### config.mk
export PLATFORM = sky130hd
export DESIGN_NAME = vinstru_sequencer
export DESIGN_NICKNAME = d
export VERILOG_FILES = /design/src/rtl/vinstru_seq_pkg.sv /design/src/rtl/vinstru_seq_timer.sv /design/src/rtl/vinstru_sequencer.sv
export SDC_FILE = /design/constraint.sdc
export NUM_CORES = 1
export LEC_CHECK = 0
export BUFFER_PORTS_ARGS = -buffer_cell sky130_fd_sc_hd__buf_2
export CORE_MARGIN = 2
export CORE_UTILIZATION = 50
export CTS_CLUSTER_DIAMETER = 60
export DETAILED_ROUTE_END_ITERATION = 10
export PLACE_DENSITY = 0.73
export SETUP_SLACK_MARGIN = 0.1
export SYNTH_ARGS = -nofsm -noshare
export SYNTH_HDL_FRONTEND = slang
export SYNTH_HIERARCHICAL = 1
export SYNTH_SLANG_ARGS = --single-unit
export TNS_END_PERCENT = 5
### constraint.sdc
create_clock -name clk -period 3.7 [get_ports clk]
set_clock_uncertainty 0.2 [all_clocks]
set_input_delay 0.74 -clock clk [delete_from_list [all_inputs] [get_ports clk]]
set_output_delay 0.74 -clock clk [all_outputs]
set_load 0.02 [all_outputs]
### src/rtl/vinstru_seq_pkg.sv
// Shared types and default sizing for the acquisition sequencer.
package vinstru_seq_pkg;
    localparam int SEQ_CLEAR_CYCLES = 4;
    localparam int SEQ_CNT_W        = 16;

    typedef enum logic [2:0] {
        S_IDLE    = 3'd0,
        S_CLEAR   = 3'd1,
        S_RUN     = 3'd2,
        S_DRAIN   = 3'd3,
        S_HOLDOFF = 3'd4,
        S_ABORT   = 3'd5
    } seq_state_t;
endpackage

### src/rtl/vinstru_seq_timer.sv
// Loadable 32-bit down-counter; expired while the count sits at zero.
module vinstru_seq_timer (
    input  logic        clk,
    input  logic        reset,
    input  logic        load,
    input  logic [31:0] value,
    output logic        expired
);
    logic [31:0] r_cnt;

    always_ff @(posedge clk or posedge reset) begin
        if (reset)
            r_cnt <= '0;
        else if (load)
            r_cnt <= value;
        else if (r_cnt != 32'd0)
            r_cnt <= r_cnt - 32'd1;
    end

    assign expired = (r_cnt == 32'd0);
endmodule

### src/rtl/vinstru_sequencer.sv
// Runs n_acq back-to-back instrument captures: clear pulse, run until done,
// drain, holdoff. Status and sticky error bits feed read-only registers.
module vinstru_sequencer
    import vinstru_seq_pkg::*;
#(
    parameter int CLEAR_CYCLES = SEQ_CLEAR_CYCLES,
    parameter int CNT_W        = SEQ_CNT_W
) (
    input  logic             clk,
    input  logic             reset,
    input  logic             start,
    input  logic             abort,
    input  logic [CNT_W-1:0] n_acq,
    input  logic [31:0]      holdoff,
    input  logic [31:0]      timeout,
    input  logic             vi_done,
    output logic             vi_reset,
    output logic             vi_run,
    output logic             busy,
    output logic [CNT_W-1:0] acq_count,
    output logic             seq_done,
    output logic             timeout_err,
    output logic             aborted,
    output logic             irq
);
    // Timer is loaded with N-1 on the edge entering a phase, so the phase lasts N cycles.
    localparam logic [31:0] CLR_LOAD = 32'(CLEAR_CYCLES - 1);

    seq_state_t       r_state;
    logic [CNT_W-1:0] r_n_acq;
    logic [31:0]      r_holdoff;
    logic [31:0]      r_timeout;
    logic [CNT_W-1:0] r_acq_count;
    logic             r_vi_reset, r_vi_run, r_busy, r_irq;
    logic             r_seq_done, r_timeout_err, r_aborted;

    seq_state_t  w_next;
    logic        w_tmr_load, w_tmr_expired;
    logic [31:0] w_tmr_value;
    logic        w_accept, w_capt, w_tmo_go, w_abort_go;

    vinstru_seq_timer u_timer (
        .clk     (clk),
        .reset   (reset),
        .load    (w_tmr_load),
        .value   (w_tmr_value),
        .expired (w_tmr_expired)
    );

    assign w_accept = (r_state == S_IDLE) && start;

    always_comb begin
        w_next      = r_state;
        w_tmr_load  = 1'b0;
        w_tmr_value = CLR_LOAD;
        w_capt      = 1'b0;
        w_tmo_go    = 1'b0;
        w_abort_go  = 1'b0;
        case (r_state)
            S_IDLE: begin
                if (start && n_acq != '0) begin
                    w_next     = S_CLEAR;
                    w_tmr_load = 1'b1;
                end
            end
            S_CLEAR: begin
                if (w_tmr_expired) begin
                    w_next      = S_RUN;
                    w_tmr_load  = 1'b1;
                    w_tmr_value = r_timeout - 32'd1;
                end
            end
            S_RUN: begin
                if (vi_done) begin
                    w_next = S_DRAIN;
                    w_capt = 1'b1;
                end else if (r_timeout != 32'd0 && w_tmr_expired) begin
                    w_next     = S_ABORT;
                    w_tmr_load = 1'b1;
                    w_tmo_go   = 1'b1;
                end
            end
            S_DRAIN: begin
                if (!vi_done) begin
                    if (r_acq_count == r_n_acq) begin
                        w_next = S_IDLE;
                    end else if (r_holdoff == 32'd0) begin
                        w_next     = S_CLEAR;
                        w_tmr_load = 1'b1;
                    end else begin
                        w_next      = S_HOLDOFF;
                        w_tmr_load  = 1'b1;
                        w_tmr_value = r_holdoff - 32'd1;
                    end
                end
            end
            S_HOLDOFF: begin
                if (w_tmr_expired) begin
                    w_next     = S_CLEAR;
                    w_tmr_load = 1'b1;
                end
            end
            S_ABORT: begin
                if (w_tmr_expired)
                    w_next = S_IDLE;
            end
            default: w_next = S_IDLE;
        endcase
        // A requested abort overrides whatever this cycle would otherwise do.
        if (abort && r_state != S_IDLE && r_state != S_ABORT) begin
            w_next      = S_ABORT;
            w_tmr_load  = 1'b1;
            w_tmr_value = CLR_LOAD;
            w_capt      = 1'b0;
            w_tmo_go    = 1'b0;
            w_abort_go  = 1'b1;
        end
    end

    always_ff @(posedge clk or posedge reset) begin
        if (reset) begin
            r_state       <= S_IDLE;
            r_n_acq       <= '0;
            r_holdoff     <= '0;
            r_timeout     <= '0;
            r_acq_count   <= '0;
            r_vi_reset    <= 1'b0;
            r_vi_run      <= 1'b0;
            r_busy        <= 1'b0;
            r_irq         <= 1'b0;
            r_seq_done    <= 1'b0;
            r_timeout_err <= 1'b0;
            r_aborted     <= 1'b0;
        end else begin
            r_state    <= w_next;
            r_vi_reset <= (w_next == S_CLEAR) || (w_next == S_ABORT);
            r_vi_run   <= (w_next == S_RUN);
            r_busy     <= (w_next != S_IDLE);
            r_irq      <= ((r_state != S_IDLE) && (w_next == S_IDLE)) ||
                          (w_accept && n_acq == '0);
            if (w_accept) begin
                r_n_acq       <= n_acq;
                r_holdoff     <= holdoff;
                r_timeout     <= timeout;
                r_acq_count   <= '0;
                r_seq_done    <= (n_acq == '0);
                r_timeout_err <= 1'b0;
                r_aborted     <= 1'b0;
            end
            if (w_capt && r_acq_count != {CNT_W{1'b1}})
                r_acq_count <= r_acq_count + CNT_W'(1);
            if (r_state == S_DRAIN && w_next == S_IDLE)
                r_seq_done <= 1'b1;
            if (w_tmo_go)
                r_timeout_err <= 1'b1;
            if (w_abort_go)
                r_aborted <= 1'b1;
        end
    end

    assign vi_reset    = r_vi_reset;
    assign vi_run      = r_vi_run;
    assign busy        = r_busy;
    assign acq_count   = r_acq_count;
    assign seq_done    = r_seq_done;
    assign timeout_err = r_timeout_err;
    assign aborted     = r_aborted;
    assign irq         = r_irq;
endmodule

After elaboration in Yosys (flattened, before gate mapping)
Cells that the tools add are included.
{"block": "totals", "ff_bits": 138, "latchBits": 0, "mem_bits_rw": 0, "rom_bits": 0, "inputBits": 85, "out_inout_bits": 23, "elab_cells": 95, "memories": 0}
{"block": "op_classes", "add_sub_neg": 4, "multipliers": 0, "div_mod_pow": 0, "magnitude_cmp": 0, "n_eq_ne": 11, "shift": 0, "muxes": 40, "bitwise_logic": 0, "reduce_logical": 27}
{"cell": "2-to-1 mux 32 bit", "count": 7}
{"cell": "subtractor 32 x 1 -> 32 bit, second input constant", "count": 3}
{"cell": "zero test 32 bit", "count": 2}
{"cell": "one-hot mux 32 bit (2 select lines)", "count": 1}
{"cell": "nonzero test 32 bit", "count": 2}
{"cell": "2-to-1 mux 16 bit", "count": 2}
{"cell": "2-to-1 mux 3 bit", "count": 10}
{"cell": "2-to-1 mux 1 bit", "count": 18}
{"cell": "one-hot mux 3 bit (6 select lines)", "count": 1}
{"cell": "adder 16 x 1 -> 16 bit, second input constant", "count": 1}
{"cell": "== test 16 bit", "count": 1}
{"cell": "zero test 16 bit", "count": 1}
{"cell": "inequality test 16 bit, second input constant", "count": 1}
{"cell": "nonzero test 16 bit", "count": 1}
{"cell": "nonzero test 2 bit", "count": 5}
{"cell": "== test 3 x 2 -> 1 bit, second input constant", "count": 3}
{"cell": "== test 3 bit, second input constant", "count": 3}
{"cell": "logical AND 1 bit", "count": 9}
{"cell": "== test 3 x 1 -> 1 bit, second input constant", "count": 2}
{"cell": "zero test 3 bit", "count": 2}
{"cell": "nonzero test 3 bit", "count": 2}
{"cell": "one-hot mux 1 bit (4 select lines)", "count": 1}
{"cell": "inequality test 3 bit, second input constant", "count": 1}
{"cell": "logical OR 1 bit", "count": 2}
{"cell": "OR reduction 2 bit", "count": 1}

Logic depth before layout (Yosys ltp)
Gate-level depths: netlist of the first run.
{"block": "logic_depth", "word_depth": 9, "ltp_mapped": 15, "mapped_depth_nobuf": 12}

Modules after synthesis
Netlist of the first run, hierarchy kept.
{"mod": "vinstru_sequencer", "instances": 1, "cells_per_inst": 790, "area_per_inst_um2": 6323.6, "seq_area_each_um2": 2652.5}
{"mod": "vinstru_seq_timer", "instances": 1, "cells_per_inst": 196, "area_per_inst_um2": 1836.8, "seq_area_each_um2": 800.8}

Worst setup path after synthesis of the first run
No wires, ideal clock.
{"block": "synth_timing", "kind": "flip-flop to flip-flop", "start": "reg u_timer.r_cnt[0]", "end": "reg u_timer.r_cnt[11]", "setup_time_ns": 0.095, "t_arrival_ns": 3.336, "required_ns": 3.405, "path_slack_ns": 0.069, "stages_incl_launch_ff": 15, "n_path_buf": 4, "period_less_slack_ns": 3.631, "cell_sequence": "dfrtp_1 -> inv_1 -> ha_1 -> nor2b_1 -> nand4_4 -> nor4_4 -> buf_2 -> nor2b_1 -> nand2_1 -> clkbuf_1 -> nand3b_1 -> clkbuf_1 -> clkbuf_1 -> nand2_1 -> o31ai_1"}
{"block": "synth_via", "elab_chain_cells": 7, "elab_cells_between_ends": 15, "classes_between": "1 x add/sub; 10 x mux; 4 x reduce/logical"}
{"element": "from (decl)", "line": "vinstru_seq_timer.sv:9", "rtl": "logic [31:0] r_cnt;"}
{"element": "from (signal assigned)", "line": "vinstru_seq_timer.sv:15", "rtl": "r_cnt <= value;"}
{"element": "from (signal assigned)", "line": "vinstru_seq_timer.sv:17", "rtl": "r_cnt <= r_cnt - 32'd1;"}
{"element": "zero test 32 bit *", "line": "vinstru_seq_timer.sv:20", "rtl": "assign expired = (r_cnt == 32'd0);"}
{"element": "via w_tmr_expired", "line": "vinstru_sequencer.sv:38", "rtl": "logic w_tmr_load, w_tmr_expired;"}
{"element": "logical AND 1 bit", "line": "vinstru_sequencer.sv:77", "rtl": "end else if (r_timeout != 32'd0 && w_tmr_expired) begin"}
{"element": "2-to-1 mux 1 bit", "line": "vinstru_sequencer.sv:77"}
{"element": "2-to-1 mux 1 bit", "line": "vinstru_sequencer.sv:74", "rtl": "if (vi_done) begin"}
{"element": "one-hot mux 1 bit (4 select lines) *", "line": "vinstru_sequencer.sv:59", "rtl": "case (r_state)"}
{"element": "2-to-1 mux 1 bit *", "line": "vinstru_sequencer.sv:110", "rtl": "if (abort && r_state != S_IDLE && r_state != S_ABORT) begin"}
{"element": "via w_tmr_load", "line": "vinstru_sequencer.sv:38"}
{"element": "2-to-1 mux 32 bit or nonzero test 2 bit (tied branches)"}
Mark *: on every way through the listed nets, which the timed path passes. The rest lies on a longest branch. The select of a mux whose other input is x is not followed.
A chain may end at the register's enable or synchronous reset.

Worst setup path in the final report of the first run
{"block": "layout_timing", "start": "reg u_timer.r_cnt[16]", "end": "reg u_timer.r_cnt[23]"}
Same word-level chain as after synthesis.

==> summary.log, run 1 <==
qor: status.outcome complete, no violations
qor: final_layout.area_used_by_multi_input_combinational_logic 4490 sq um
qor: routing.totalWireLength 21.7 mm
qor: routing.dr_total_vias 7378
qor: global_route.first_global_vias 7085
qor: pwr.power.switching_fraction 39.5%
qor: pwr.design_power_total 7.20 mW
qor: floorplanning.floorplan.initialDensity 51.2%
qor: sta.time_the_worst_path_needs_with_i_o_delays_and_setup 3.37 ns
qor: synthesis.leading_cell_type_by_number_of_instances_after_synthesis sky130_fd_sc_hd__nand2_1
qor: pwr.combinational_cell_fraction_of_total_power 36.2%
qor: floorplanning.core.rowCount 46
qor: synthesis.syn-cell-area 8160 sq um
qor: sta.rsz_0062_raised_after_global_routing no
qor: sta.hold_viol 0
qor: clock_network.cts_resized 0
qor: clock_network.number_of_cts_inserted_buffers 17
qor: floorplanning.die_height 132 um
qor: critical_path.crit_path_end_kind register
qor: clock_network.tritoncts built
qor: critical_path.worst-endpoint-required 3.79 ns
qor: floorplanning.die-area 17400 sq um
qor: critical_path.worst_path_most_repeated_cell sky130_fd_sc_hd__o21ai_0
qor: critical_path.critical_path.cell_chain nor4_1 > nand3_2 > nor4_4 > nor2b_1 > o21ai_0 > o211ai_1 > a21oi_1 > nand3b_1 > buf_12 > or2_2 > o21ai_0
qor: routing.vias_per_cell 5.59
qor: global_route.grt_start_max_net_pins 83
qor: flow_run.maxcap_violations 0
qor: sta.timing.fmax 297 MHz
qor: pwr.power_switching 2.85 mW
qor: global_route.fraction_of_met2_tracks_used_by_global_routing 40.4%
qor: pwr.power_frac_clock 26.1%
qor: pwr.pwr-share-seq 37.7%
qor: clock_network.cts.reportedPaths.clkPinSlew 0.06 ns
qor: sta.max_slew_headroom 36.0%
qor: pwr.internal_power 4.35 mW
qor: sta.timing_max_transition_violations_final 0
qor: sta.tns 0 ns
qor: synthesis.yosysWarningCount 6
qor: clock_network.clock_latency 0.43 ns
qor: placement.hpwl 15.7 mm
qor: critical_path.worstPathArrival 3.46 ns
qor: synthesis.synth_flop_cell sky130_fd_sc_hd__dfrtp_1
qor: routing.remaining_drc_errors 0
qor: synthesis.syn_nets 1075
qor: clock_network.clock-sinks 138
qor: sta.holdWs 0.269 ns
qor: synthesis.number_of_instances_in_the_synthesized_netlist 986
qor: routing.drt-wirelength-per-cell 16.4 um
qor: global_route.grt_pass1_wl 35.7 mm
qor: global_route.grt.total_usage 25.5%
qor: critical_path.start_kind register
qor: synthesis.netlist-cell-type-count 59
qor: critical_path.criticalPathCategory reg -> reg
qor: global_route.grt_util_met1 35.0%
qor: placement.dpl-instance-area 9000 sq um
qor: synthesis.synth_area_leader_cell sky130_fd_sc_hd__dfrtp_1
qor: routing.detail_route.iter0.violations 457
qor: hold_path.timing.hold.worst.class in -> async
qor: global_route.grt.overflow.total 0
qor: synthesis.asyncSetResetFlopFracSynth 100%
qor: synthesis.postSynthRegisterBits 138
qor: critical_path.worst-path-buf-inv 1
qor: routing.antenna_left 0
qor: final_layout.diodes 0
qor: critical_path.worst_path_largest_cell_delay 0.63 ns
qor: clock_network.clock_root_buffer sky130_fd_sc_hd__clkbuf_16
qor: pwr.power.static_leakage 4.45 nW
qor: synthesis.yosysTopAreaCellShare 42.3%
qor: global_route.grt_antenna_before_repair 0
qor: final_layout.final_layout_size_suffix_gt1_share 16.7%
qor: critical_path.crit_path_top_delay_cell sky130_fd_sc_hd__nor4_1
qor: critical_path.top_delay_family_on_crit_path simple AND/OR/NAND/NOR gates
qor: final_layout.fillCellCount 1413
qor: routing.first_pass_iters 5
qor: synthesis.synth_common_cells sky130_fd_sc_hd__nand2_1 (303), sky130_fd_sc_hd__dfrtp_1 (138), sky130_fd_sc_hd__nor2_1 (82)
qor: placement.gpl.final_weighted_congestion 0.966
qor: floorplanning.floorplan.die.width 132 um
qor: synthesis.synth.avg_cell_area 8.28 sq um
qor: synthesis.synth-edff-count 0
qor: final_layout.areaGrowthSynthToFinish 18.6%
qor: floorplanning.core-area 15900 sq um
qor: final_layout.ff_latch_area 3450 sq um
qor: sta.worstMarginPinSlew 0.959 ns
qor: sta.setup_violations 0
qor: placement.port_buffers 107
qor: final_layout.fin_nets 1181
qor: final_layout.final_design_area_no_fill 9680 sq um
qor: clock_network.clockBufferDepth 2
qor: global_route.met3_demand_to_capacity_share_in_global_routing 5.04%
qor: global_route.busiest_layer met2
qor: critical_path.crit_fanout 14
qor: pwr.peakVddDrop 0.476 mV
qor: floorplanning.floorplan.io_pins 108
qor: synthesis.netlist_top_cells_area sky130_fd_sc_hd__dfrtp_1 (42%), sky130_fd_sc_hd__nand2_1 (14%), sky130_fd_sc_hd__xnor2_1 (6.1%), sky130_fd_sc_hd__xor2_1 (4.8%), sky130_fd_sc_hd__nor2_1 (3.8%)
qor: clock_network.cts_max_level 4
qor: pwr.pwr_density_cell 744 nW/um^2
qor: synthesis.seq_area_frac_synth 42.3%
qor: sta.layout_worst_path_cycle_share 91.1%
-- layout by cell type (no fill, tap or decap), types with 4 or more instances in the layout --
cell type / instances
sky130_fd_sc_hd__a21oi_1: 9
sky130_fd_sc_hd__and2_1: 4
sky130_fd_sc_hd__buf_12: 4
sky130_fd_sc_hd__buf_2: 107
sky130_fd_sc_hd__buf_4: 19
sky130_fd_sc_hd__bufinv_16: 5
sky130_fd_sc_hd__clkbuf_16: 17
sky130_fd_sc_hd__clkinv_2: 4
sky130_fd_sc_hd__dfrtp_1: 138
sky130_fd_sc_hd__ha_1: 4
sky130_fd_sc_hd__inv_1: 12
sky130_fd_sc_hd__mux2i_1: 4
sky130_fd_sc_hd__nand2_1: 302
sky130_fd_sc_hd__nand2b_1: 7
sky130_fd_sc_hd__nand3_1: 23
sky130_fd_sc_hd__nand3b_1: 6
sky130_fd_sc_hd__nand4_1: 8
sky130_fd_sc_hd__nor2_1: 82
sky130_fd_sc_hd__nor2b_1: 7
sky130_fd_sc_hd__nor3_1: 32
sky130_fd_sc_hd__nor4_1: 35
sky130_fd_sc_hd__nor4_4: 6
sky130_fd_sc_hd__nor4b_1: 4
sky130_fd_sc_hd__o21ai_0: 41
sky130_fd_sc_hd__o22a_1: 26
sky130_fd_sc_hd__o31ai_1: 20
sky130_fd_sc_hd__or2_2: 5
sky130_fd_sc_hd__or3_1: 8
sky130_fd_sc_hd__or4_1: 9
sky130_fd_sc_hd__xnor2_1: 57
sky130_fd_sc_hd__xor2_1: 45
-- state kept, by name, summed over array words and instances (netlist names), 3 cells and up --
register / count
r_n_acq: 16
r_timeout: 32
r_holdoff: 32
acq_count: 16
u_timer/r_cnt: 32
r_state: 3
-- area by class of cell --
cell class	count	share of cell area [%]
tap	216	2.79
timing repair buffer	130	7.84
clock inverter	12	2.02
multi-input combinational	792	46.4
clock buffer	20	4.72
sequential	138	35.7
inverter	13	0.543
-- through the flow --
stage	std cells	util, %	setup WS (ns)
6_report	1321	60.7	0.328
5_1_grt	1321	60.7	0.116
4_1_cts	1319	60.5	0.227
2_1_floorplan	986	-	0.0687
3_5_place_dp	1287	56.4	0.100
3_3_place_gp	1287	56.4	0.218
-- final timing paths --
| check | startpoint | to | slack (ns) | depth (start not counted) |
|---|---|---|---|---|
| max in group asynchronous | reset | u_timer/r_cnt[21] | 2.26 | 3 |
| min reg2reg | r_n_acq[7] | r_n_acq[7] | 0.30 | 2 |
| max | u_timer/r_cnt[16] | u_timer/r_cnt[23] | 0.33 | 11 |
| max reg2reg | u_timer/r_cnt[16] | u_timer/r_cnt[23] | 0.33 | 11 |
| min in group clk | holdoff[21] | r_holdoff[21] | 0.30 | 3 |
| min | reset | r_timeout[13] | 0.27 | 2 |
-- cells by family after synthesis --
kind of cell	after synthesis	share of synthesized area, %
and+or+nand+nor	558	32.3
DFF	138	42.3
AOI/OAI and AO/OA	123	10.5
xor gates and xnor gates	102	10.9
buffers and inverters	56	2.71
muxes	5	0.629
adders and majority gates	4	0.613
-- per-layer routing --
metal  wire length [um]  vias to the layer above  share of wire, %
met5                  0                        -                 0
met4                550                        0               2.5
met3               1230                       40               5.7
met2              10100                      233                47
met1               9820                     3522                45
li1                   -                     3583                 -
-- timing repair --
item	4_1_cts	5_1_grt
buffers inserted	0	2
hold buffers	0	0
setup endpoints to repair	0	24
-- power groups by stage --
| stage | sequential, mW | combinational [mW] | clock (mW) |
|---|---|---|---|
| after floorplan | 2.54 | 1.91 | 0 |
| after global placement | 2.70 | 2.48 | 0 |
| after detailed placement | 2.71 | 2.53 | 0 |
| after CTS | 2.70 | 2.56 | 1.90 |
| after global routing | 2.79 | 2.88 | 1.96 |
| final | 2.72 | 2.60 | 1.88 |
Power figures use the tool's default switching activity.
==> run 2: changes to the inputs <==
--- a/config.mk
+++ b/config.mk
@@ -10,2 +10,3 @@
 export CORE_UTILIZATION = 50
+export CTS_BUF_LIST = sky130_fd_sc_hd__clkbuf_8
 export CTS_CLUSTER_DIAMETER = 60
==> constraint.sdc (replaced) <==
create_clock -name clk -period 3.7 [get_ports clk]
set_clock_uncertainty 0.2 [all_clocks]
set_input_delay 0.185 -clock clk [delete_from_list [all_inputs] [get_ports clk]]
set_output_delay 0.185 -clock clk [all_outputs]
set_load 0.02 [all_outputs]
==> summary.log, run 2 (same netlist as run 1, synthesis figures left out) <==
qor: floorplanning.die-area 17400 sq um [unchanged]
qor: final_layout.final_core_util 64.1% [+3.5 points]
qor: global_route.grt_util_met1 37.0% [+2.0 points]
qor: routing.first_pass_iters 6 [+1]
qor: clock_network.number_of_cts_inserted_buffers 17 [unchanged]
qor: global_route.busiest_layer met2
qor: critical_path.worst-path-buf-inv 2 [+1]
qor: critical_path.worst-endpoint-required 3.83 ns [+0.04 ns]
qor: placement.gpl.final_weighted_congestion 0.957 [-0.94%]
qor: global_route.first_global_vias 7490 [+5.7%]
qor: routing.totalWireLength 23.1 mm [+6.6%]
qor: routing.drt-wirelength-per-cell 16.5 um [+0.48%]
qor: pwr.peakVddDrop 0.370 mV [-22%]
qor: critical_path.crit-reg2reg-launch u_timer/r_cnt[0]
qor: sta.tns 0 ns [unchanged]
qor: sta.fin_ws 0.373 ns [+0.0453 ns]
qor: pwr.power.static_leakage 4.68 nW [+5.1%]
qor: clock_network.clock-sinks 138 [unchanged]
qor: critical_path.critical_path.cell_chain inv_1 > ha_1 > nor2b_1 > nand4_4 > nor4_4 > nor2b_2 > o21ai_0 > o211ai_1 > a21oi_1 > nand3b_1 > buf_6 > or2_4 > o21ai_0
qor: global_route.grt.total_usage 27.1% [+1.5 points]
qor: critical_path.worst_path_largest_cell_delay 0.45 ns [-0.18 ns]
qor: sta.rsz_0062_raised_after_global_routing no
qor: sta.setup_violations 0 [unchanged]
qor: sta.hold_viol 0 [unchanged]
qor: placement.place_worst_setup_slack 0.315 ns [+0.215 ns]
qor: sta.layout_worst_path_cycle_share 89.9% [-1.2 points]
qor: global_route.grt.overflow.total 0 [unchanged]
qor: critical_path.crit_path_top_delay_cell sky130_fd_sc_hd__nor4_4
qor: placement.dpl-instance-area 8950 sq um [-0.47%]
qor: routing.vias_per_cell 5.59 [+0.14%]
qor: final_layout.final_layout_size_suffix_gt1_share 15.3% [-1.5 points]
qor: global_route.fraction_of_met2_tracks_used_by_global_routing 43.9% [+3.5 points]
qor: hold_path.timing.hold.worst.class in -> reg
qor: floorplanning.floorplan.io_pins 108 [unchanged]
qor: hold_path.timing.hold.worst_endpoint r_timeout[6]
qor: critical_path.setup.reg_to_reg.worst_slack 0.37 ns [+0.05 ns]
qor: critical_path.crit_path_end_kind register
qor: critical_path.worstPathArrival 3.45 ns [about the same]
qor: sta.time_the_worst_path_needs_with_i_o_delays_and_setup 3.33 ns [-0.0453 ns]
qor: global_route.grt_start_max_net_pins 66 [-20%]
qor: final_layout.areaGrowthSynthToFinish 25.3%
qor: pwr.pwr_density_cell 650 nW/um^2 [-13%]
qor: floorplanning.die_height 132 um [unchanged]
qor: sta.holdWs 0.142 ns [-0.127 ns]
qor: hold_path.min-delay-start start
qor: sta.max_slew_headroom 50.3% [+14 points]
qor: placement.hpwl 15.3 mm [-2.6%]
qor: global_route.grt_antenna_before_repair 0 [unchanged]
qor: critical_path.crit_fanout 28 [+14]
qor: critical_path.top_delay_family_on_crit_path simple AND/OR/NAND/NOR gates
qor: placement.placedCellCount 1284 [-0.23%]
qor: final_layout.fin_nets 1260 [+6.7%]
qor: floorplanning.floorplan.initialDensity 51.2% [unchanged]
qor: clock_network.clock_latency 0.46 ns [+0.03 ns]
qor: clock_network.tritoncts built
qor: final_layout.mostFrequentLayoutCell sky130_fd_sc_hd__nand2_1
qor: clock_network.cts.reportedPaths.clkPinSlew 0.08 ns [+0.02 ns]
qor: placement.port_buffers 107 [unchanged]
qor: critical_path.start_kind register
qor: sta.timing_max_transition_violations_final 0 [unchanged]
qor: routing.antenna_left 0 [unchanged]
qor: global_route.grt_pass1_wl 37.8 mm [+6.1%]
qor: routing.remaining_drc_errors 0 [unchanged]
qor: clock_network.clockBufferDepth 2 [unchanged]
qor: critical_path.worstReg2RegEnd u_timer/r_cnt[30]
qor: critical_path.worst_path_most_repeated_cell sky130_fd_sc_hd__o21ai_0
qor: floorplanning.floorplan.die.width 132 um [unchanged]
qor: pwr.design_power_total 6.64 mW [-7.7%]
qor: routing.detail_route.iter0.violations 613 [+34%]
qor: final_layout.final_design_area_no_fill 10200 sq um [+5.7%]
qor: sta.timing.fmax 301 MHz [+1.4%]
qor: critical_path.criticalPathCategory reg -> reg
qor: critical_path.reg2regPathDepth 13 [+2]
qor: sta.worstMarginPinSlew 0.739 ns [-0.220 ns]
qor: status.outcome complete, no violations
qor: final_layout.final-instance-count-excl-fill 1401 [+6.1%]
qor: hold_path.cell_count_of_the_worst_hold_path 4
qor: floorplanning.core.rowCount 46 [unchanged]
qor: global_route.met3_demand_to_capacity_share_in_global_routing 5.07% [+0.038 points]
qor: final_layout.biggest_registers_after_layout r_holdoff: 32 flops, r_timeout: 32 flops, u_timer/r_cnt: 32 flops
qor: flow_run.maxcap_violations 0 [unchanged]
qor: floorplanning.core-area 15900 sq um [unchanged]
qor: clock_network.cts_max_level 4 [unchanged]
qor: clock_network.clock_root_buffer sky130_fd_sc_hd__clkbuf_8
qor: routing.dr_total_vias 7836 [+6.2%]
qor: final_layout.layout_common_cells sky130_fd_sc_hd__nand2_1 (301), sky130_fd_sc_hd__dfrtp_1 (138), sky130_fd_sc_hd__buf_2 (107), sky130_fd_sc_hd__dlygate4sd3_1 (83), sky130_fd_sc_hd__nor2_1 (82)
run 2: worst min-delay path: stages:
cell and delay [ns]:
sky130_fd_sc_hd__buf_2 0.10, sky130_fd_sc_hd__nand2_2 0.27, sky130_fd_sc_hd__nand2_1 0.16, sky130_fd_sc_hd__nand2_1 0.05
run 2: metal layers:
layer  wire, um  part of all wire, %
met1      10100                   44
met2      11100                   48
met3       1570                  6.8
met4        374                  1.6
met5          0                    0
run 2: layout make-up:
cell class,instances,area [sq um]
Fill cell,1303,5720
Multi-Input combinational cell,792,4500
Sequential cell,138,3450
Timing Repair Buffer,209,1530
Clock buffer,21,289
Tap cell,216,270
Clock inverter,11,128
Inverter,13,51.3
Antenna cell,1,2.50
run 2: how the worst max path moves through the flow:
| stage | endpoint | startpoint | cells past startpoint | slack [ns] |
|---|---|---|---|---|
| after floorplan | u_timer/r_cnt[11] | u_timer/r_cnt[16] | 12 | 0.21 |
| after global placement | u_timer/r_cnt[22] | u_timer/r_cnt[16] | 9 | 0.37 |
| after detailed placement | u_timer/r_cnt[21] | u_timer/r_cnt[0] | 11 | 0.32 |
| after CTS | u_timer/r_cnt[25] | u_timer/r_cnt[0] | 11 | 0.28 |
| after global routing | u_timer/r_cnt[19] | u_timer/r_cnt[0] | 14 | 0.11 |
| final | u_timer/r_cnt[30] | u_timer/r_cnt[0] | 13 | 0.37 |
run 2: report_power, final:
group | leakage [nW] | internal, mW | total [mW] | switching, mW
sequential | 1.81 | 2.03 | 2.72 | 0.681
clock | 0.227 | 0.725 | 1.30 | 0.574
combinational | 2.64 | 1.11 | 2.63 | 1.52
total | 4.68 | 3.87 | 6.64 | 2.77
run 2: what timing repair did:
action,in CTS,in global routing
hold endpoints to repair,162,0
buffers inserted,0,1
hold buffers,83,0
gates resized for setup,0,5
endpoints found under the setup margin,0,19
